==> src/rtl/instr_fetch_unit_if.sv <==
// rtl/instr_fetch_unit_if.sv - instruction memory request/response bus
//
// Purpose: groups the word-read handshake between the fetch unit and instruction memory.
// Signals:
//   req    fetch -> mem  read request
//   addr   fetch -> mem  word address (addr[1:0] == 2'b00)
//   gnt    mem -> fetch  request accepted this cycle (meaningful only while req=1)
//   rvalid mem -> fetch  read data valid, at least one cycle after gnt
//   rdata  mem -> fetch  read data
// Modports: master (fetch unit side), slave (memory side).

interface instr_fetch_unit_if;
  logic        req;
  logic [31:0] addr;
  logic        gnt;
  logic        rvalid;
  logic [31:0] rdata;

  modport master (
    output req,
    output addr,
    input  gnt,
    input  rvalid,
    input  rdata
  );

  modport slave (
    input  req,
    input  addr,
    output gnt,
    output rvalid,
    output rdata
  );
endinterface

==> src/rtl/instr_fetch_unit.sv <==
// rtl/instr_fetch_unit.sv - RV32I fetch stage with prefetch FIFO and EX redirect
//
// Purpose: owns the fetch PC, issues one outstanding word read at a time to
// instruction memory, buffers returned words with their PC in a prefetch FIFO and
// presents the FIFO head to the IF/ID register.
// Optional feature macro: FETCH_PERF_CNT_EN enables the perf_fetch/perf_empty
// counters; when undefined both ports are tied to zero.
// Parameters:
//   RESET_PC    first fetch address after reset
//   FIFO_DEPTH  prefetch entries, power of 2, >= 2
// Ports:
//   clk, reset_n  clock (rising edge), asynchronous active-low reset
//   EN_n          IF/ID enable, active low; FIFO head consumed when low and valid
//   PCSrcE        redirect request from EX
//   PCTargetE     redirect target (low two bits ignored)
//   imem          instruction memory bus (master modport)
//   PCF           PC of FIFO head, 0 when empty
//   PCPlus4F      PCF + 4
//   instr_RD      FIFO head instruction, NOP when empty
//   InstValidF    FIFO non-empty
//   perf_fetch    granted-request count
//   perf_empty    cycles with EN_n=0 and FIFO empty

module instr_fetch_unit #(
  parameter logic [31:0] RESET_PC   = 32'h0000_0000,
  parameter int          FIFO_DEPTH = 2
) (
  input  logic                 clk,
  input  logic                 reset_n,
  input  logic                 EN_n,
  input  logic                 PCSrcE,
  input  logic [31:0]          PCTargetE,
  instr_fetch_unit_if.master   imem,
  output logic [31:0]          PCF,
  output logic [31:0]          PCPlus4F,
  output logic [31:0]          instr_RD,
  output logic                 InstValidF,
  output logic [31:0]          perf_fetch,
  output logic [31:0]          perf_empty
);

  localparam int PTR_W = (FIFO_DEPTH > 1) ? $clog2(FIFO_DEPTH) : 1;
  localparam int CNT_W = PTR_W + 1;
  localparam logic [CNT_W-1:0] DEPTH_C = CNT_W'(FIFO_DEPTH);
  localparam logic [31:0] NOP = 32'h0000_0013;

  typedef enum logic [1:0] {
    IDLE  = 2'd0,
    BUSY  = 2'd1,
    STALE = 2'd2
  } state_t;

  state_t state_q, state_d;

  logic [31:0]      fetch_pc_q;
  logic [31:0]      req_addr_q;   // address of the outstanding read
  logic [PTR_W-1:0] rd_ptr_q, wr_ptr_q;
  logic [CNT_W-1:0] count_q;
  logic [31:0]      pc_mem    [FIFO_DEPTH];
  logic [31:0]      instr_mem [FIFO_DEPTH];

  logic req_c, grant, push, pop, valid;

  assign valid = (count_q != '0);
  assign grant = req_c && imem.gnt;
  // Redirect wins over any same-cycle pop.
  assign pop   = !EN_n && valid && !PCSrcE;

  // FSM next state and request generation
  always_comb begin
    state_d = state_q;
    req_c   = 1'b0;
    push    = 1'b0;
    case (state_q)
      IDLE: begin
        // Request is gated by reset_n so the bus is quiet while held in reset.
        req_c = reset_n && (count_q < DEPTH_C);
        if (req_c && imem.gnt) begin
          state_d = PCSrcE ? STALE : BUSY;
        end
      end
      BUSY: begin
        if (imem.rvalid) begin
          push    = !PCSrcE;
          state_d = IDLE;
        end else if (PCSrcE) begin
          state_d = STALE;
        end
      end
      STALE: begin
        if (imem.rvalid) begin
          state_d = IDLE;
        end
      end
      default: state_d = IDLE;
    endcase
  end

  always_ff @(posedge clk or negedge reset_n) begin
    if (!reset_n) begin
      state_q <= IDLE;
    end else begin
      state_q <= state_d;
    end
  end

  // Fetch PC and outstanding-request address
  always_ff @(posedge clk or negedge reset_n) begin
    if (!reset_n) begin
      fetch_pc_q <= RESET_PC;
      req_addr_q <= RESET_PC;
    end else begin
      if (grant) begin
        req_addr_q <= fetch_pc_q;
      end
      if (PCSrcE) begin
        fetch_pc_q <= PCTargetE & ~32'h3;
      end else if (grant) begin
        fetch_pc_q <= fetch_pc_q + 32'd4;
      end
    end
  end

  assign imem.req  = req_c;
  assign imem.addr = fetch_pc_q;

  // FIFO pointers and occupancy; a redirect flushes everything
  always_ff @(posedge clk or negedge reset_n) begin
    if (!reset_n) begin
      rd_ptr_q <= '0;
      wr_ptr_q <= '0;
      count_q  <= '0;
    end else if (PCSrcE) begin
      rd_ptr_q <= '0;
      wr_ptr_q <= '0;
      count_q  <= '0;
    end else begin
      if (push) begin
        wr_ptr_q <= wr_ptr_q + PTR_W'(1);
      end
      if (pop) begin
        rd_ptr_q <= rd_ptr_q + PTR_W'(1);
      end
      case ({push, pop})
        2'b10:   count_q <= count_q + CNT_W'(1);
        2'b01:   count_q <= count_q - CNT_W'(1);
        default: count_q <= count_q;
      endcase
    end
  end

  // FIFO storage needs no reset; entries are only read while counted valid.
  always_ff @(posedge clk) begin
    if (push) begin
      pc_mem[wr_ptr_q]    <= req_addr_q;
      instr_mem[wr_ptr_q] <= imem.rdata;
    end
  end

  assign InstValidF = valid;
  assign PCF        = valid ? pc_mem[rd_ptr_q]    : 32'h0;
  assign instr_RD   = valid ? instr_mem[rd_ptr_q] : NOP;
  assign PCPlus4F   = PCF + 32'd4;

`ifdef FETCH_PERF_CNT_EN
  logic [31:0] perf_fetch_q, perf_empty_q;

  always_ff @(posedge clk or negedge reset_n) begin
    if (!reset_n) begin
      perf_fetch_q <= '0;
      perf_empty_q <= '0;
    end else begin
      if (grant) begin
        perf_fetch_q <= perf_fetch_q + 32'd1;
      end
      if (!EN_n && !valid) begin
        perf_empty_q <= perf_empty_q + 32'd1;
      end
    end
  end

  assign perf_fetch = perf_fetch_q;
  assign perf_empty = perf_empty_q;
`else
  assign perf_fetch = 32'h0;
  assign perf_empty = 32'h0;
`endif

endmodule

==> src/flat_wrapper.sv <==
// flat-port wrapper written by rule: the top's interface ports become plain ports
module instr_fetch_unit_flat 
#(
  parameter logic [31:0] RESET_PC   = 32'h0000_0000,
  parameter int          FIFO_DEPTH = 2
)
  (clk, reset_n, EN_n, PCSrcE, PCTargetE, PCF, PCPlus4F, instr_RD, InstValidF, perf_fetch, perf_empty, imem_req, imem_addr, imem_gnt, imem_rvalid, imem_rdata);
  instr_fetch_unit_if imem_i ();
  input  logic clk;
  input  logic reset_n;
  input  logic EN_n;
  input  logic PCSrcE;
  input  logic [31:0] PCTargetE;
  output logic [31:0] PCF;
  output logic [31:0] PCPlus4F;
  output logic [31:0] instr_RD;
  output logic InstValidF;
  output logic [31:0] perf_fetch;
  output logic [31:0] perf_empty;
  output wire logic [$bits(imem_i.req)-1:0] imem_req;
  output wire logic [$bits(imem_i.addr)-1:0] imem_addr;
  input wire logic [$bits(imem_i.gnt)-1:0] imem_gnt;
  input wire logic [$bits(imem_i.rvalid)-1:0] imem_rvalid;
  input wire logic [$bits(imem_i.rdata)-1:0] imem_rdata;
  assign imem_req = imem_i.req;
  assign imem_addr = imem_i.addr;
  assign imem_i.gnt = imem_gnt;
  assign imem_i.rvalid = imem_rvalid;
  assign imem_i.rdata = imem_rdata;
  instr_fetch_unit #(.RESET_PC(RESET_PC), .FIFO_DEPTH(FIFO_DEPTH)) u_core (.clk(clk), .reset_n(reset_n), .EN_n(EN_n), .PCSrcE(PCSrcE), .PCTargetE(PCTargetE), .imem(imem_i), .PCF(PCF), .PCPlus4F(PCPlus4F), .instr_RD(instr_RD), .InstValidF(InstValidF), .perf_fetch(perf_fetch), .perf_empty(perf_empty));
endmodule
==> config.mk <==
export PLATFORM = sky130hd
export DESIGN_NAME = instr_fetch_unit_flat
export DESIGN_NICKNAME = d
export VERILOG_FILES = /design/src/rtl/instr_fetch_unit_if.sv /design/src/rtl/instr_fetch_unit.sv /design/src/flat_wrapper.sv
export SDC_FILE = /design/constraint.sdc
export NUM_CORES = 1
export LEC_CHECK = 0
export ABC_AREA = 0
export BUFFER_PORTS_ARGS = -buffer_cell sky130_fd_sc_hd__buf_4
export CAP_MARGIN = 40
export CORE_UTILIZATION = 50
export CTS_CLUSTER_SIZE = 20
export DETAILED_ROUTE_END_ITERATION = 8
export HOLD_SLACK_MARGIN = 0.1
export PLACE_DENSITY = 0.83
export SLEW_MARGIN = 25
export SYNTH_ARGS = -nofsm -noshare
export SYNTH_HDL_FRONTEND = slang
export SYNTH_SLANG_ARGS = --single-unit
==> constraint.sdc <==
create_clock -name clk -period 6.6 [get_ports clk]
set_input_delay 0.33 -clock clk [delete_from_list [all_inputs] [get_ports clk]]
set_output_delay 0.33 -clock clk [all_outputs]
set_load 0.01 [all_outputs]
After elaboration in Yosys (flattened, before gate mapping)
Memory sizes are Yosys's and may differ from the RTL's.
Cells that the tools add are included.
W data, S select, Z words.
Storage, ports and cells
  register bits: 70
  RAM bits: 128
  bits of input ports: 70
  output and inout bits: 194
  logic and storage cells: 57
  memories kept: 2
Cells by class
  add/sub/neg operators: 6
  order comparisons: 1
  equal/unequal tests: 7
  mux-type cells: 21
  reductions and logical operators: 14
Memory list
  u_core.instr_mem: words 2, bits a word 32, read ports 1, clocked after Yosys merged registers in 0, wr ports 1, RTL line instr_fetch_unit.sv:60  | logic [31:0] instr_mem [FIFO_DEPTH];
  u_core.pc_mem: words 2, bits a word 32, read ports 1, clocked after Yosys merged registers in 0, wr ports 1, RTL line instr_fetch_unit.sv:59  | logic [31:0] pc_mem [FIFO_DEPTH];
Operators with widths (count)
  $mux W32: 4
  $add A32 B3 Y32 const B: 2
  $mux W2: 6
  $mux W1: 9
  $reduce_bool A2 Y1: 4
  $pmux W2 S3: 1
  $logic_and A1 B1 Y1: 5
  $eq A2 B1 Y1 const B: 2
  $eq A2 B2 Y1 const B: 2
  $pmux W2 S2: 1
  $ne A3 B3 Y1 const B: 1
  $reduce_and A3 Y1: 1
  $reduce_bool A3 Y1: 1
  $add A1 B1 Y1 const B: 2
  $add A2 B1 Y2 const B: 1
  $logic_not A1 Y1: 2
  $logic_not A2 Y1: 1
  $lt A2 B2 Y1 const B: 1
  $ne A2 B1 Y1 const B: 1
  $ne A2 B2 Y1 const B: 1
  $sub A2 B1 Y2 const B: 1

Logic depth before layout (Yosys ltp)
Gate-level depths: netlist of run 1.
  word-level depth: 6
  mapped depth: 14
  gate-level depth less buffers: 10

Worst setup path after synthesis of run 1
OpenSTA, ideal clock, no wires.
  path type: flip-flop to flip-flop
  start point: register u_core.state_q[0]
  end point: memory u_core.instr_mem[1][0] (enable)
  setup time: 0.571 ns
  arrival time: 5.306 ns
  data required time: 6.029 ns
  setup slack: 0.723 ns
  cell stages (with the launch flop): 4
  buffers on the path: 1
  clock period less this slack: 5.877 ns
  cell sequence: dfrtp_1 clkbuf_1 nand3b_1 nor3b_1
Between the ends
  longest elaborated chain between the ends: 4
Ends and longest elaborated chain
  start, declared: RTL line instr_fetch_unit.sv:53  | state_t state_q, state_d;
  start signal, assigned: RTL line instr_fetch_unit.sv:103  | state_q <= state_d;
  $eq A2 B1 Y1: RTL line instr_fetch_unit.sv:74  | case (state_q)
  $mux W1: RTL line instr_fetch_unit.sv:74
  $mux W1: RTL line instr_fetch_unit.sv:154  | if (push) begin
  $mux W1 (not written as such): RTL line instr_fetch_unit.sv:156  | instr_mem[wr_ptr_q] <= imem.rdata;
  end, declared: RTL line instr_fetch_unit.sv:60
Every way passes these cells.

Final worst setup path of run 1
  start point: register u_core.rd_ptr_q
  end point: output port PCPlus4F[31]
Between the ends
  longest elaborated chain between the ends: 3
Ends and longest elaborated chain
  start, declared: RTL line instr_fetch_unit.sv:57  | logic [PTR_W-1:0] rd_ptr_q, wr_ptr_q;
  start signal, assigned: RTL line instr_fetch_unit.sv:142  | rd_ptr_q <= rd_ptr_q + PTR_W'(1);
  $mem_v2 Z2 W32
  $mux W32: RTL line instr_fetch_unit.sv:161  | assign PCF = valid ? pc_mem[rd_ptr_q] : 32'h0;
  $add A32 B3 Y32: RTL line instr_fetch_unit.sv:163  | assign PCPlus4F = PCF + 32'd4;
  end, declared: RTL line flat_wrapper.sv:15  | output logic [31:0] PCPlus4F;
Every way passes these cells.

==> flow_metrics.py, run 1 <==
metrics = {
    "outcome": {
        "outcome": "finished clean",
    },
    "layout": {
        "layout_common_cells": "buf_4 (198), nand2_1 (134), edfxtp_1 (124)",
        "fillCellCount": 1337,
        "final_nets": 1095,
        "final_common_cell": "buf_4",
        "area_delta_synth_final_pct": 27.7,
        "drive_gt1_frac": 0.264,
        "num_antenna_cells": 0,
    },
    "critical_path": {
        "criticalPathCategory": "reg2out",
        "path_cells": "buf_4, mux2i_1, a211oi_2, nand4_2, nor4_2, xor2_1, buf_4",
        "slowest_delay_ns": 0.73,
        "crit_start": "u_core.rd_ptr_q$_DFFE_PN0P_",
        "path_buf_inv": 2,
        "cpMostUsedCell": "buf_4",
        "critPathCaptureType": "output pin",
        "critPathMaxFanout": 48,
        "cp_top_family": "buffers and inverters",
        "cp.arrival_ns": 3.78,
        "worstSetupStartpointType": "register",
        "crit_slowest_cell": "dfrtp_4",
        "r2r-start": "u_core.count_q[1]$_DFFE_PN0P_",
        "crit_required_ns": 6.27,
    },
    "sta": {
        "setup_violations": 0,
        "fin_ws_ns": 2.49,
        "fin_skew_ns": 0.0138,
        "finalSetupTns_ns": 0,
        "finalHoldViolCount": 0,
        "slew_violations": 0,
        "fmax_mhz": 243,
        "period_minus_slack_ns": 4.11,
        "max_slew_margin": 0.447,
        "worstMarginPinSlew_ns": 0.829,
        "rsz0062_at_grt": "no",
        "finalCritPeriodShare": 0.622,
    },
    "logic_synthesis": {
        "ys_seq_area_frac": 0.584,
        "yosys_warnings": 0,
        "synth_cell_types": 51,
        "synth_area_mm2": 0.00921,
        "yosys-top-cells-area": "edfxtp_1 (40%), dfrtp_1 (18%), mux2i_1 (6.5%)",
        "synth_flop_cell": "edfxtp_1",
        "synth_edf_count": 124,
        "avgSynthCellArea_um2": 11.7,
        "synth_area_leader_cell": "edfxtp_1",
        "synth-seq-cells": 190,
        "async_flop_share": 0.347,
        "yosys.area.top_type_share": 0.404,
        "postSynthCellCount": 786,
    },
    "placed_design": {
        "place_congestion": 0.793,
        "numPortBuffers": 191,
        "dp_slack_ns": 2.96,
        "detailed_place_hpwl_um": 13300,
    },
    "power_and_ir_drop": {
        "switching_share": 0.267,
        "p_sw_w": 0.000730,
        "pwr-share-comb": 0.100,
        "clkPwrFrac": 0.375,
        "vdd_ir_drop_max_mv": 0.188,
        "seqPwrFrac": 0.525,
        "power.internal_w": 0.00201,
        "leakagePower_nw": 4.80,
        "power.density_mw_per_mm2": 233,
    },
    "clocking": {
        "postCtsSetupBuffers": 0,
        "cts_buffers": 17,
        "clk_latency_ns": 0.43,
        "clock-sinks": 190,
        "cts_tree": "built",
        "clk_pin_slew_worst_paths_ns": 0.08,
        "root_buffer": "clkbuf_16",
        "ctsHtreeMaxLevel": 4,
        "clock_path_buffers": 2,
    },
    "global_routing": {
        "grt_pass1_wl_um": 30600,
        "grt_overflow": 0,
        "grt_start_max_net_pins": 69,
        "grt_usage": 0.212,
        "antenna_found_initial": 0,
        "grt_pass1_vias": 5884,
    },
    "route": {
        "drt_iter0_markers": 448,
        "dr.pass1.iters": 4,
        "wl_per_cell_um": 15.9,
        "via_count": 6399,
        "via_per_inst": 5.06,
        "drc_errors": 0,
        "drt_wl_total_um": 20100,
        "ant_nets": 0,
    },
    "floorplanning": {
        "dieWidth_um": 138,
        "row_count": 49,
        "core-area_mm2": 0.0180,
        "die_area_mm2": 0.0190,
        "ios": 264,
        "fp.dieH_um": 138,
        "initial_utilization": 0.511,
    },
    "hold_path": {
        "hold_start": "PCTargetE[7]",
        "hp-class": "in2reg",
    },
    "job": {
        "cap_violations": 0,
    },
}
==> registers in the layout, indices dropped and copies added (netlist names) <==
name,cells
u_core.count_q,2
u_core.imem.addr,30
u_core.instr_mem,64
u_core.pc_mem,60
u_core.rd_ptr_q,1
u_core.req_addr_q,30
u_core.state_q,2
u_core.wr_ptr_q,1
==> worst paths after layout <==
check                                                        end  slack (ns)  depth (start not counted)
worst max-delay path                                PCPlus4F[31]        2.49                          7
worst min-delay path             u_core.imem.addr[7]$_DFFE_PN0P_        0.12                          3
worst max register to register  u_core.imem.addr[20]$_DFFE_PN0P_        4.27                          5
worst min register to register    u_core.pc_mem[1][11]$_DFFE_PP_        0.49                          0
max in group asynchronous            u_core.rd_ptr_q$_DFFE_PN0P_        5.62                          4
min in group asynchronous       u_core.imem.addr[26]$_DFFE_PN0P_        0.43                          3
==> cells by family after synthesis <==
| group | Yosys count | share of synthesized area |
|---|---|---|
| buffers and inverters | 112 | 0.0793 |
| adder cells (fa/ha/maj) | 2 | 0.00272 |
| AND/OR/NAND/NOR | 307 | 0.169 |
| multiplexers | 66 | 0.0725 |
| AO/OA/AOI/OAI | 49 | 0.0359 |
| XOR/XNOR | 59 | 0.0561 |
| other | 1 | 0.000407 |
| flip-flops | 190 | 0.584 |
==> metrics by stage <==
| step | area (µm²) | hold slack (ns) | utilization | cells | power, W |
|---|---|---|---|---|---|
| final | 11800 | 0.116 | 0.652 | 1265 | 0.00274 |
| after floorplan | 9470 | 0.0344 | - | 855 | 0.00160 |
| after CTS | 11700 | 0.101 | 0.649 | 1262 | 0.00276 |
| after global placement | 10600 | 0.450 | 0.586 | 1178 | 0.00169 |
| after detailed placement | 10600 | 0.467 | 0.587 | 1179 | 0.00170 |
| after global routing | 11800 | 0.109 | 0.652 | 1265 | 0.00285 |
==> area by class of cell <==
cell class                      count  area (µm²)  share of cell area
Timing Repair Buffer              253        2080               0.177
Inverter                            8        30.0             0.00255
Clock inverter                     15         176              0.0150
Sequential cell                   190        5380               0.457
Tap cell                          229         287              0.0244
Multi-Input combinational cell    553        3380               0.288
Clock buffer                       17         425              0.0362
==> Yosys cell counts (all sizes together) (13+ instances only) <==
cell type / count
nor4: 22
nand3: 29
buf: 88
o21ai: 32
xnor2: 32
mux2i: 60
nor2: 70
dfrtp: 66
nand2: 134
clkbuf: 16
edfxtp: 124
nand4: 13
xor2: 27
==> tightest hold or removal path: cells and delay by family <==
family / cells / cell delay, ns
and+or+nand+nor: 1 / 0.04
buffers and inverters: 1 / 0.08
AOI/OAI and AO/OA: 1 / 0.06
==> per-layer routing <==
layer	GRT usage	wire length (µm)
met5	0	0
met4	0.0664	285
met3	0.0401	995
met2	0.331	9760
met1	0.298	9040
==> what timing repair did <==
item / 4_1_cts / 5_1_grt
endpoints found under the hold margin: 83 / 11
hold buffers: 51 / 1
resized for setup: 0 / 0
==> power groups by stage <==
stage	registers, W	logic (W)	clock network, W
after floorplan	0.00144	0.000163	0
after detailed placement	0.00146	0.000244	0
after CTS	0.00144	0.000269	0.00105
after global placement	0.00146	0.000235	0
final	0.00144	0.000273	0.00103
after global routing	0.00145	0.000304	0.00110
(Power assumes the default switching activity.)
==> run 2, diff against run 1 <==
--- a/config.mk
+++ b/config.mk
@@ -8,11 +8,11 @@
 export ABC_AREA = 0
 export BUFFER_PORTS_ARGS = -buffer_cell sky130_fd_sc_hd__buf_4
 export CAP_MARGIN = 40
-export CORE_UTILIZATION = 50
+export CORE_UTILIZATION = 47
 export CTS_CLUSTER_SIZE = 20
 export DETAILED_ROUTE_END_ITERATION = 8
 export HOLD_SLACK_MARGIN = 0.1
-export PLACE_DENSITY = 0.83
+export PLACE_DENSITY = 0.82
 export SLEW_MARGIN = 25
 export SYNTH_ARGS = -nofsm -noshare
 export SYNTH_HDL_FRONTEND = slang
==> constraint.sdc (replaced) <==
create_clock -name clk -period 3.75 [get_ports clk]
set_input_delay 0.1875 -clock clk [delete_from_list [all_inputs] [get_ports clk]]
set_output_delay 0.1875 -clock clk [all_outputs]
set_load 0.01 [all_outputs]
==> flow_metrics.py, run 2 (synthesized netlist as in run 1, its figures left out) <==
metrics = {
    "outcome": {
        "outcome": "finished clean",
    },
    "layout": {
        "layout_common_cells": "buf_4 (202), nand2_1 (134), edfxtp_1 (124)",
        "num_antenna_cells": 0,
        "area_delta_synth_final_pct": 30.3,
        "drive_gt1_frac": 0.264,
        "fillCellCount": 1467,
        "final_nets": 1112,
        "fin_cells": 1313,
        "max_flop_register": "u_core.instr_mem",
        "largest_register_ffs": 64,
        "largestRegisters": "u_core.instr_mem x64, u_core.pc_mem x60",
        "final_common_cell": "buf_4",
    },
    "route": {
        "drt_wl_total_um": 20900,
        "ant_nets": 0,
        "via_count": 6517,
        "dr.pass1.iters": 5,
        "via_per_inst": 4.96,
        "wl_per_cell_um": 15.9,
        "drc_errors": 0,
        "drt_iter0_markers": 442,
    },
    "placed_design": {
        "place_congestion": 0.832,
        "numPortBuffers": 191,
        "detailed_place_hpwl_um": 13900,
        "placedCellCount": 1212,
    },
    "floorplanning": {
        "row_count": 50,
        "ios": 264,
        "fp.dieH_um": 142,
        "dieWidth_um": 142,
        "initial_utilization": 0.486,
        "die_area_mm2": 0.0202,
        "core-area_mm2": 0.0190,
    },
    "critical_path": {
        "reg2reg_slack_ns": 1.42,
        "critPathCaptureType": "output pin",
        "crit_required_ns": 3.56,
        "cp.arrival_ns": 3.30,
        "reg2reg_to": "u_core.imem.addr[22]$_DFFE_PN0P_",
        "worstSetupStartpointType": "register",
        "critPathMaxFanout": 27,
        "rr_worst_depth": 5,
        "r2r-start": "u_core.count_q[1]$_DFFE_PN0P_",
        "criticalPathCategory": "reg2out",
    },
    "power_and_ir_drop": {
        "power.density_mw_per_mm2": 408,
        "leakagePower_nw": 4.89,
        "switching_share": 0.263,
        "vdd_ir_drop_max_mv": 0.352,
        "p_sw_w": 0.00129,
        "clkPwrFrac": 0.382,
        "pwr-share-comb": 0.102,
        "seqPwrFrac": 0.516,
        "power.internal_w": 0.00360,
    },
    "sta": {
        "slew_violations": 0,
        "rsz0062_at_grt": "no",
        "worstMarginPinSlew_ns": 0.758,
        "finalCritPeriodShare": 0.930,
        "setup_violations": 0,
        "period_minus_slack_ns": 3.49,
        "max_slew_margin": 0.493,
        "finalSetupTns_ns": 0,
        "finalHoldViolCount": 0,
        "fin_skew_ns": 0.0122,
        "fmax_mhz": 287,
    },
    "clocking": {
        "cts_buffers": 17,
        "postCtsSetupBuffers": 0,
        "cts_tree": "built",
        "root_buffer": "clkbuf_16",
        "clk_latency_ns": 0.43,
        "clk_pin_slew_worst_paths_ns": 0.07,
        "ctsHtreeMaxLevel": 4,
        "clock_path_buffers": 2,
        "clock-sinks": 190,
    },
    "global_routing": {
        "grt_pass1_wl_um": 32400,
        "grt_pass1_vias": 6259,
        "grt_usage": 0.209,
        "antenna_found_initial": 0,
        "grt_overflow": 0,
        "grt_start_max_net_pins": 68,
    },
    "job": {
        "cap_violations": 0,
    },
    "hold_path": {
        "hp-class": "in2reg",
        "hold_start": "imem_gnt",
        "hold_end": "u_core.req_addr_q[7]$_DFFE_PN0P_",
        "min_path_cells": 5,
    },
}
[run 2: changes by cell type in the layout (fill, tap and decap cells not counted), sizes merged]
cell,previous run,this run
bufinv,0,1
clkinv,3,7
dlygate4sd3,52,65
buf,201,205
inv,20,15
[run 2: per-layer routing]
| layer | vias to the layer above | routed length, µm | track usage |
|---|---|---|---|
| li1 | 3130 | - | - |
| met5 | - | 0 | 0 |
| met3 | 30 | 1050 | 0.0394 |
| met4 | 0 | 348 | 0.0668 |
| met1 | 3131 | 9270 | 0.278 |
| met2 | 226 | 10200 | 0.347 |
[run 2: layout make-up]
cell class | instances | area [µm²] | share of cell area
Multi-Input combinational cell | 553 | 3400 | 0.283
Clock buffer | 17 | 425 | 0.0354
Inverter | 8 | 30.0 | 0.00250
Sequential cell | 190 | 5380 | 0.448
Timing Repair Buffer | 270 | 2230 | 0.186
Clock inverter | 15 | 210 | 0.0175
Tap cell | 260 | 325 | 0.0271
[run 2: stage by stage]
| step | cell area [µm²] | setup WS, ns | total power [W] | hold WS [ns] | util |
|---|---|---|---|---|---|
| 2_1_floorplan | 9480 | 0.0315 | 0.00281 | -0.108 | - |
| 3_3_place_gp | 10600 | 0.737 | 0.00298 | 0.373 | 0.561 |
| 3_5_place_dp | 10600 | 0.726 | 0.00300 | 0.376 | 0.561 |
| 4_1_cts | 11900 | 0.236 | 0.00491 | 0.212 | 0.629 |
| 5_1_grt | 12000 | 0.0292 | 0.00507 | 0.234 | 0.633 |
| 6_report | 12000 | 0.262 | 0.00489 | 0.207 | 0.633 |
[run 2: worst max-delay path by stage]
stage / start / endpoint / cells past startpoint
after floorplan: u_core.state_q[0]$_DFFE_PN0P_ / u_core.instr_mem[1][0]$_DFFE_PP_ / 3
after global placement: u_core.rd_ptr_q$_DFFE_PN0P_ / PCPlus4F[22] / 10
after detailed placement: u_core.rd_ptr_q$_DFFE_PN0P_ / PCPlus4F[22] / 10
after CTS: u_core.rd_ptr_q$_DFFE_PN0P_ / PCPlus4F[22] / 10
after global routing: u_core.rd_ptr_q$_DFFE_PN0P_ / PCPlus4F[24] / 10
final: u_core.rd_ptr_q$_DFFE_PN0P_ / PCPlus4F[22] / 10
[run 2: critical path, cell delays in order (launching register included)]
cell and delay, ns:
dfrtp_4 0.63, mux2_2 0.28, nand2_1 0.06, inv_1 0.08, ha_1 0.31, nand4_1 0.15
a211oi_2 0.32, nand4_4 0.29, a2111oi_4 0.36, xor2_1 0.22, buf_4 0.15
[run 2: repair_timing]
item / CTS / global route
gates resized for setup: 0 / 0
endpoints found under the hold margin: 163 / 0
hold buffers: 65 / 0
[run 2: power groups by stage]
stage          logic, W  clock network, W  registers (W)
4_1_cts        0.000491           0.00190        0.00252
3_5_place_dp   0.000433                 0        0.00257
5_1_grt        0.000552           0.00198        0.00254
3_3_place_gp   0.000420                 0        0.00256
6_report       0.000497           0.00187        0.00253
2_1_floorplan  0.000287                 0        0.00253
==> run 3, diff against run 2 <==
--- a/config.mk
+++ b/config.mk
@@ -8,11 +8,12 @@
 export ABC_AREA = 0
 export BUFFER_PORTS_ARGS = -buffer_cell sky130_fd_sc_hd__buf_4
 export CAP_MARGIN = 40
-export CORE_UTILIZATION = 47
+export CORE_UTILIZATION = 49
+export CTS_BUF_LIST = sky130_fd_sc_hd__clkbuf_4 sky130_fd_sc_hd__clkbuf_8
 export CTS_CLUSTER_SIZE = 20
 export DETAILED_ROUTE_END_ITERATION = 8
 export HOLD_SLACK_MARGIN = 0.1
-export PLACE_DENSITY = 0.82
+export PLACE_DENSITY = 0.85
 export SLEW_MARGIN = 25
 export SYNTH_ARGS = -nofsm -noshare
 export SYNTH_HDL_FRONTEND = slang
==> flow_metrics.py, run 3 (synthesized netlist as in run 1, its figures left out) <==
metrics = {
    "critical_path": {
        "criticalPathCategory": "reg2out",
        "critPathMaxFanout": 57,
        "worstSetupStartpointType": "register",
        "crit_required_ns": 3.56,
        "cp.arrival_ns": 3.31,
        "critPathCaptureType": "output pin",
    },
    "route": {
        "drt_wl_total_um": 21100,
        "drt_iter0_markers": 464,
        "via_count": 6515,
        "ant_nets": 0,
        "dr.pass1.iters": 9,
        "wl_per_cell_um": 16.5,
        "drc_errors": 15,
        "via_per_inst": 5.10,
    },
    "floorplanning": {
        "row_count": 49,
        "initial_utilization": 0.506,
        "die_area_mm2": 0.0193,
        "ios": 264,
        "dieWidth_um": 139,
        "fp.dieH_um": 139,
        "core-area_mm2": 0.0182,
    },
    "sta": {
        "setup_violations": 0,
        "period_minus_slack_ns": 3.50,
        "worstMarginPinSlew_ns": 0.833,
        "finalCritPeriodShare": 0.933,
        "fin_ws_ns": 0.252,
        "finalSetupTns_ns": 0,
        "rsz0062_at_grt": "no",
        "fin_skew_ns": 0.0216,
        "slew_violations": 0,
        "finalHoldViolCount": 0,
        "fmax_mhz": 286,
        "max_slew_margin": 0.442,
    },
    "global_routing": {
        "grt_overflow": 0,
        "grt_pass1_vias": 6358,
        "grt_pass1_wl_um": 33600,
        "grt_usage": 0.222,
        "grt_start_max_net_pins": 66,
        "antenna_found_initial": 0,
    },
    "placed_design": {
        "detailed_place_hpwl_um": 13800,
        "dp_slack_ns": 0.704,
        "numPortBuffers": 191,
        "place_congestion": 0.818,
    },
    "clocking": {
        "clk_pin_slew_worst_paths_ns": 0.11,
        "ctsHtreeMaxLevel": 4,
        "cts_tree": "built",
        "clock_path_buffers": 2,
        "clock-sinks": 190,
        "cts_buffers": 17,
        "clk_latency_ns": 0.46,
        "root_buffer": "clkbuf_8",
    },
    "layout": {
        "final_nets": 1108,
        "max_flop_register": "u_core.instr_mem",
        "largest_register_ffs": 64,
        "final_common_cell": "buf_4",
        "largestRegisters": "u_core.instr_mem x64, u_core.pc_mem x60",
        "layout_common_cells": "buf_4 (199), nand2_1 (134), edfxtp_1 (124)",
        "area_delta_synth_final_pct": 27.2,
        "num_antenna_cells": 0,
        "drive_gt1_frac": 0.263,
    },
    "power_and_ir_drop": {
        "vdd_ir_drop_max_mv": 0.218,
        "leakagePower_nw": 4.77,
        "power.density_mw_per_mm2": 377,
    },
    "outcome": {
        "outcome": "complete, but fails checks",
        "violations": "design-rule violations",
    },
    "job": {
        "cap_violations": 0,
    },
    "hold_path": {
        "hp-class": "in2async",
    },
}
run 3: layout make-up:
type / instances / area (µm²)
fill: 1355 / 6490
sequential: 190 / 5380
multi-input combinational: 553 / 3400
timing repair buffer: 266 / 2190
tap: 229 / 287
clock buffer: 17 / 234
clock inverter: 15 / 195
inverter: 8 / 30.0
run 3: path summary, 6_finish.rpt:
check                                               endpoint  cells after the start                              start  slack [ns]
setup / recovery                                PCPlus4F[29]                      7        u_core.rd_ptr_q$_DFFE_PN0P_        0.25
hold / removal                   u_core.wr_ptr_q$_DFFE_PN0P_                      2                            reset_n        0.15
setup reg to reg            u_core.imem.addr[22]$_DFFE_PN0P_                      5      u_core.count_q[1]$_DFFE_PN0P_        1.44
hold reg to reg               u_core.pc_mem[1][19]$_DFFE_PP_                      0  u_core.req_addr_q[19]$_DFFE_PN0P_        0.49
max in group asynchronous  u_core.req_addr_q[21]$_DFFE_PN0P_                      3                            reset_n        2.70
min in group clk               u_core.state_q[0]$_DFFE_PN0P_                      4                           imem_gnt        0.19
run 3: timing repair:
action / 4_1_cts / 5_1_grt
endpoints found under the setup margin: 0 / 5
setup buffers: 0 / 1
gates resized for setup: 0 / 2
hold buffers: 65 / 0
hold endpoints to repair: 119 / 0
run 3: critical path, stage by stage, from the launching register on:
cell and delay, ns:
dfrtp_4 0.68, buf_12 0.39, nand3_1 0.14, a211oi_2 0.44, nand4_2 0.44, nor3_1 0.37, xor2_1 0.22, buf_4 0.16
run 3: power breakdown:
| part | leakage, nW | internal, W | total (W) | switching, W |
|---|---|---|---|---|
| logic | 2.61 | 0.000234 | 0.000491 | 0.000257 |
| registers | 1.95 | 0.00239 | 0.00253 | 0.000146 |
| clock network | 0.214 | 0.000578 | 0.00139 | 0.000814 |
run 3: stage by stage:
step            util  total power, W  area [µm²]  hold WS (ns)  instances
6_report       0.643         0.00442       11700         0.153       1278
5_1_grt        0.643         0.00460       11700         0.156       1278
4_1_cts        0.641         0.00444       11700         0.149       1276
3_5_place_dp   0.582         0.00300       10600         0.111       1179
3_3_place_gp   0.582         0.00298       10600         0.107       1179
2_1_floorplan      -         0.00281        9480        -0.108        855
run 3: metal layers:
metal,global-route usage,part of all wire,routed length (µm),vias up
met1,0.296,0.45,9390,3164
met2,0.367,0.50,10500,211
met4,0.0632,0.011,233,0
met3,0.0459,0.046,967,21
li1,-,-,-,3119
met5,0,0,0,-
